--- src/rtl/cu_instr_encoder.sv ---
// Packs instruction fields into CU decoder words and streams them into instruction memory.
// Undecodable beats are dropped and flagged so memory only ever holds legal encodings.
//
// state | meaning
// IDLE  | no session; waiting for start
// LOAD  | session open; beats accepted while word_count < MAX_WORDS
// CLOSE | last write issuing; done pulses on exit
module cu_instr_encoder #(
   parameter int ADDR_W    = 8,
   parameter int MAX_WORDS = 256
) (
   input  logic              clk,
   input  logic              rst,
   input  logic              start,
   input  logic [ADDR_W-1:0] base_addr,
   input  logic              in_valid,
   output logic              in_ready,
   input  logic              in_last,
   input  logic [1:0]        in_op,
   input  logic              in_imm,
   input  logic [4:0]        in_cmd,
   input  logic [3:0]        in_rd,
   input  logic [3:0]        in_rn,
   input  logic [15:0]       in_src,
   output logic              imem_we,
   output logic [ADDR_W-1:0] imem_addr,
   output logic [31:0]       imem_wdata,
   output logic              busy,
   output logic              done,
   output logic              err_illegal,
   output logic [ADDR_W:0]   word_count
);

   localparam logic [ADDR_W:0] MAX_CNT  = MAX_WORDS[ADDR_W:0];
   localparam logic [ADDR_W:0] MAX_LAST = MAX_CNT - 1'b1;

   typedef enum logic [1:0] {
      IDLE  = 2'd0,
      LOAD  = 2'd1,
      CLOSE = 2'd2
   } state_t;

   state_t            state;
   state_t            state_nxt;
   logic [ADDR_W-1:0] ptr;
   logic              legal;
   logic              accept;
   logic              write_en;
   logic              close_now;
   logic [31:0]       enc_word;

   always_comb begin
      legal = 1'b0;
      case (in_op)
         2'b00:   legal = (in_cmd <= 5'b01100);
         2'b01:   legal = (in_cmd[4:2] == 3'b000);
         2'b10:   legal = (in_cmd[4:1] == 4'b0000);
         default: legal = 1'b0;
      endcase
   end

   // Register-form beats only carry rm in the low nibble of src.
   assign enc_word = {in_op, in_imm, in_cmd, in_rd, in_rn,
                      in_imm ? in_src : {12'h000, in_src[3:0]}};

   assign in_ready  = (state == LOAD) && (word_count < MAX_CNT);
   assign accept    = in_valid && in_ready;
   assign write_en  = accept && legal;
   assign close_now = accept && (in_last || (legal && (word_count == MAX_LAST)));
   assign busy      = (state == LOAD);

   always_comb begin
      state_nxt = state;
      case (state)
         IDLE:    if (start) state_nxt = LOAD;
         LOAD:    if (close_now) state_nxt = CLOSE;
         CLOSE:   state_nxt = IDLE;
         default: state_nxt = IDLE;
      endcase
   end

   always_ff @(posedge clk or posedge rst) begin
      if (rst) begin
         state       <= IDLE;
         ptr         <= '0;
         word_count  <= '0;
         imem_we     <= 1'b0;
         imem_addr   <= '0;
         imem_wdata  <= '0;
         done        <= 1'b0;
         err_illegal <= 1'b0;
      end else begin
         state       <= state_nxt;
         imem_we     <= write_en;
         err_illegal <= accept && !legal;
         // The final write is on the bus during CLOSE, so done follows it by one cycle.
         done        <= (state == CLOSE);
         if ((state == IDLE) && start) begin
            ptr        <= base_addr;
            word_count <= '0;
         end else if (write_en) begin
            imem_addr  <= ptr;
            imem_wdata <= enc_word;
            ptr        <= ptr + 1'b1;
            word_count <= word_count + 1'b1;
         end
      end
   end

endmodule

--- config.mk ---
export PLATFORM = sky130hd
export DESIGN_NAME = cu_instr_encoder
export DESIGN_NICKNAME = d
export VERILOG_FILES = /design/src/rtl/cu_instr_encoder.sv
export SDC_FILE = /design/constraint.sdc
export NUM_CORES = 1
export LEC_CHECK = 0
export CORE_ASPECT_RATIO = 1.2
export CORE_MARGIN = 3
export CORE_UTILIZATION = 40
export DETAILED_ROUTE_END_ITERATION = 8
export GPL_TIMING_DRIVEN = 0
export PLACE_DENSITY = 0.79
export SLEW_MARGIN = 5
export SYNTH_ARGS = -nofsm -noshare
export SYNTH_HDL_FRONTEND = slang
export SYNTH_SLANG_ARGS = --single-unit
--- constraint.sdc ---
create_clock -name clk -period 2.1 [get_ports clk]
set_input_delay 0.63 -clock clk [delete_from_list [all_inputs] [get_ports clk]]
set_output_delay 0.63 -clock clk [all_outputs]
set_load 0.02 [all_outputs]
-- Word-level counts from Yosys, hierarchy flattened
Cells that the tools add are included.
- flip-flop bits (word level): 62
- input bits: 45
- output and inout port bits: 54
- $add $sub $neg: 2
- order comparisons: 2
- eq/ne operators: 7
- multiplexer cells: 9
- bitwise gates (word level): 1
- reduce and logical (&&, ||, !) cells: 16
- operators with widths (operator ; number):
    9-bit two-way mux ; 2
    16-bit two-way mux ; 1
    8-bit two-way mux ; 2
    9-bit by 1-bit adder with 9-bit output, second input constant ; 1
    9-bit by 8-bit equality test with 1-bit output, second input constant ; 1
    9-bit less-than comparator, second input constant ; 1
    8-bit by 1-bit adder with 8-bit output, second input constant ; 1
    1-bit logical AND ; 7
    5-bit by 4-bit <= comparator with 1-bit output, second input constant ; 1
    2-bit by 1-bit equality test with 1-bit output, second input constant ; 2
    2-bit equality test, second input constant ; 2
    2-bit logical NOT ; 2
    4-bit logical NOT ; 1
    2-bit two-way mux ; 2
    2-bit case mux with 2 select lines ; 1
    2-bit AND reduction ; 2
    3-bit logical NOT ; 1
    1-bit case mux with 3 select lines ; 1
    2-bit by 1-bit inequality test with 1-bit output, second input constant ; 1
    2-bit inequality test, second input constant ; 1
    2-bit nonzero test ; 1
    1-bit logical NOT ; 1
    1-bit logical OR ; 1
    1-bit inverter ; 1

-- Logic depth before layout (Yosys ltp)
- word-level depth: 7
- depth in mapped cells: 8

-- Worst setup path after synthesis
Ideal clock, no wire load.
- path type: input-to-reg
- start point: input in_op[0]
- end point: register word_count[7]
- arrival: 1961 ps
- data required time: 2024 ps
- setup slack: 62 ps
- stages on the path: 5
- cell sequence: maj3_2 -> o22a_2 -> or2_4 -> or4_1 -> o21ai_1
- word-level cells in the longest chain between the ends: 4
- ends and longest elaborated chain (what ; RTL line ; source):
    start: declaration ; 19 ; input logic [1:0] in_op,
    2-bit equality test, or another cell as far along ; 54 ; case (in_op)
    1-bit case mux with 3 select lines (*) ; 54 ;
    1-bit logical AND (*) ; 68 ; assign write_en = accept && legal;
    2-bit nonzero test (no line) (*) ; -- ;
    end signal: assignment ; 105 ; word_count <= word_count + 1'b1;
    end: declaration ; 31 ; output logic [ADDR_W:0] word_count
Every way passes the cells marked *; elsewhere a longest branch is shown, timed or not.
A chain may end at the register's enable or synchronous reset.

-- Final worst setup path
- start point: register word_count[2]
- end point: output word_count[2]
No word-level cell between the ends.

==> flow_summary.ini <==
[placed_design]
place_inst = 477
place_area_um2 = 3800
io_buffers = 98
dpl.hpwl_um = 4990
place_ws_ps = -605
place.gp.congestion = 0.807

[clock_network]
cts_tree = yes
numCtsBuffers = 9
cts_root_buf = clkbuf_8
clkTransAtPathRegs_ps = 60
hold_buffers = 0
ctsLongestPathBuffers = 2
clk_latency_ps = 340
cts.htree.levels = 3
clock_sinks = 62

[yosys]
synth_edf_count = 0
synth-async-reset-ratio = 1.00
synth_ff_type = dfrtp_1
synth_cell_types = 39
yosysWarnings = 0
syn_inst = 293
netlist_area_um2 = 2690
synth_area_per_cell_um2 = 9.16
yosysSeqAreaShare = 0.578
synth_nets = 341
ys_ff_latch = 62

[drt]
vias_per_cell = 4.93
detail_route.iter0.violations = 165
wirelength_um = 7090
first_pass_iters = 4
drc_errors = 0
ant_nets = 0
routedWlPerCell_um = 14.3
num_vias = 2450

[timing]
slew_viol_final = 0
tightest_slew_ps = 658
finClkSkew_ps = 7.64
post-route-min-period_ps = 2050
fmax_ghz = 0.488
period_share = 0.975
hold_viol = 0
setup_ws_ps = 52.8
slew_headroom = 0.561
rsz0062_at_grt = no
setup_viol = 0

[floorplan]
die_area_um2 = 7740
io_pins = 99
design.core.area_um2 = 6490
rows = 32
dieWidth_um = 80.8
initial_core_util = 0.414
die_h_um = 95.8

[power_and_ir_drop]
clockPowerShare = 0.476
p_int_mw = 2.04
vdd_drop_max_mv = 0.362
sequentialPowerShare = 0.470
sw_frac_of_total = 0.196
p_per_area_nw_per_um2 = 611
p_sw_mw = 0.498
combinationalPowerShare = 0.054
power_leakage_nw = 2.04

[global_routing]
grt_usage = 0.190
grt_pass1_wl_um = 11300
grt_antenna_before_repair = 0
grt_max_degree = 35
grt_pass1_vias = 2499
grt.overflow.total = 0

[critical_path]
worst-path-buf-inv = 1
arrival_ps = 1420
cp-end-kind = output pin
path_cells = clkdlybuf4s50_1
cpMaxStageDelayCell = clkdlybuf4s50_1
cp-start-kind = flop
cpLargestDelayFamily = buffers and inverters
cp.required_ps = 1470
max_stage_delay_ps = 640
crit_type = reg -> out
cp_max_fo = 6

[job]
maxCapViolCount = 0

[layout]
fillers = 576
multi_input_area_um2 = 1050
antenna_cells = 0
fin_nets = 455
drive_gt1_frac = 0.109
final_cell_count_no_fill = 497
regArea_um2 = 1550
synthToLayoutAreaGrowth_pct = 54.8
fin_area_um2 = 4160

[hold_path]
min_path_type = reg -> reg

[outcome]
status = finished clean
[power groups by stage]
stage | clock, mW | sequential [mW] | combinational [mW]
final | 1.21 | 1.19 | 0.136
after global routing | 1.30 | 1.19 | 0.147
after CTS | 1.23 | 1.19 | 0.137
after detailed placement | 0 | 1.22 | 0.134
after global placement | 0 | 1.22 | 0.127
after floorplan | 0 | 1.22 | 0.0302
[placed cells by master, fill, tap and decap left out, types with 2 or more instances in the layout]
cell / instances
nor2_1: 8
clkbuf_4: 2
a21oi_2: 2
nand3_1: 31
or2_2: 2
dlymetal6s2s_1: 4
a21oi_1: 2
clkbuf_1: 3
clkbuf_8: 13
buf_4: 3
a32oi_1: 5
xnor2_1: 3
bufinv_16: 2
or3_1: 6
dlygate4sd2_1: 5
and2_1: 3
o21ai_0: 5
and3_1: 2
o21ai_1: 4
buf_8: 3
ha_1: 3
clkbuf_2: 2
nor3_1: 3
nand2_1: 111
inv_1: 6
a21o_1: 2
dfrtp_1: 62
buf_6: 2
clkdlybuf4s50_1: 89
[layout make-up]
type | count | share of cell area
Sequential cell | 62 | 0.373
Multi-Input combinational cell | 209 | 0.254
Timing Repair Buffer | 103 | 0.253
Buffer | 14 | 0.0295
Clock inverter | 3 | 0.0156
Inverter | 8 | 0.00873
Tap cell | 85 | 0.0256
Clock buffer | 13 | 0.0406
[final timing paths]
path                          startpoint             end  slack (ps)  cells after the start
setup / recovery           word_count[2]   word_count[2]          50                      1
hold / removal             imem_wdata[6]   imem_wdata[6]         470                      2
setup reg to reg           word_count[8]          ptr[6]         240                      6
hold reg to reg            imem_wdata[6]   imem_wdata[6]         470                      2
max in group asynchronous            rst   imem_wdata[5]         790                      3
min in group asynchronous            rst  imem_wdata[19]         740                      2
[repair_timing]
item	4_1_cts	5_1_grt
gates cloned	0	1
endpoints found under the setup margin	57	54
gates resized for setup	14	22
pin swaps	2	3
hold endpoints to repair	0	0
buffers inserted	2	1
[registers in the layout (all words and copies together), names as in the netlist]
signal,cells
imem_we,1
ptr,8
state,2
word_count,9
imem_wdata,32
imem_addr,8
done,1
err_illegal,1
[synthesized netlist by cell type, drive strengths merged, types with 2 or more instances]
| cell | count | area [um^2] |
|---|---|---|
| buf | 8 | 53.8 |
| xnor2 | 3 | 26.3 |
| inv | 8 | 30.0 |
| or2 | 3 | 21.3 |
| ha | 3 | 37.5 |
| nor2 | 8 | 30.0 |
| a21oi | 4 | 20.0 |
| nor3 | 3 | 15.0 |
| nand3 | 31 | 155 |
| a32oi | 5 | 43.8 |
| and2 | 3 | 18.8 |
| o21ai | 10 | 50.0 |
| a21o | 2 | 15.0 |
| nand2 | 111 | 417 |
| or3 | 6 | 37.5 |
| and3 | 2 | 12.5 |
| clkbuf | 6 | 22.5 |
| dfrtp | 62 | 1550 |
[kinds of logic after synthesis]
kind of cell | count (synthesis) | synth area share
flip-flops | 62 | 0.578
AND/OR/NAND/NOR | 172 | 0.278
adder cells (fa/ha/maj) | 4 | 0.0182
multiplexers | 1 | 0.00373
XOR/XNOR | 4 | 0.0130
AO/OA/AOI/OAI | 28 | 0.0694
buffers and inverters | 22 | 0.0396
[per-layer routing]
layer	GRT usage	vias to the layer above	share of wire
met4	0.0634	0	0.0092
met5	0	-	0
met1	0.223	1163	0.40
met3	0.0749	9	0.078
met2	0.316	74	0.51
li1	-	1204	-
[stage by stage]
stage,utilization,setup TNS (ps),power (mW),hold WS (ps)
after floorplan,-,0,1.25,440
after global placement,0.582,-29570,1.34,448
after detailed placement,0.585,-29770,1.35,457
after CTS,0.627,0,2.57,471
after global routing,0.641,0,2.64,497
final,0.641,0,2.54,466
Power figures use the tool's default switching activity.
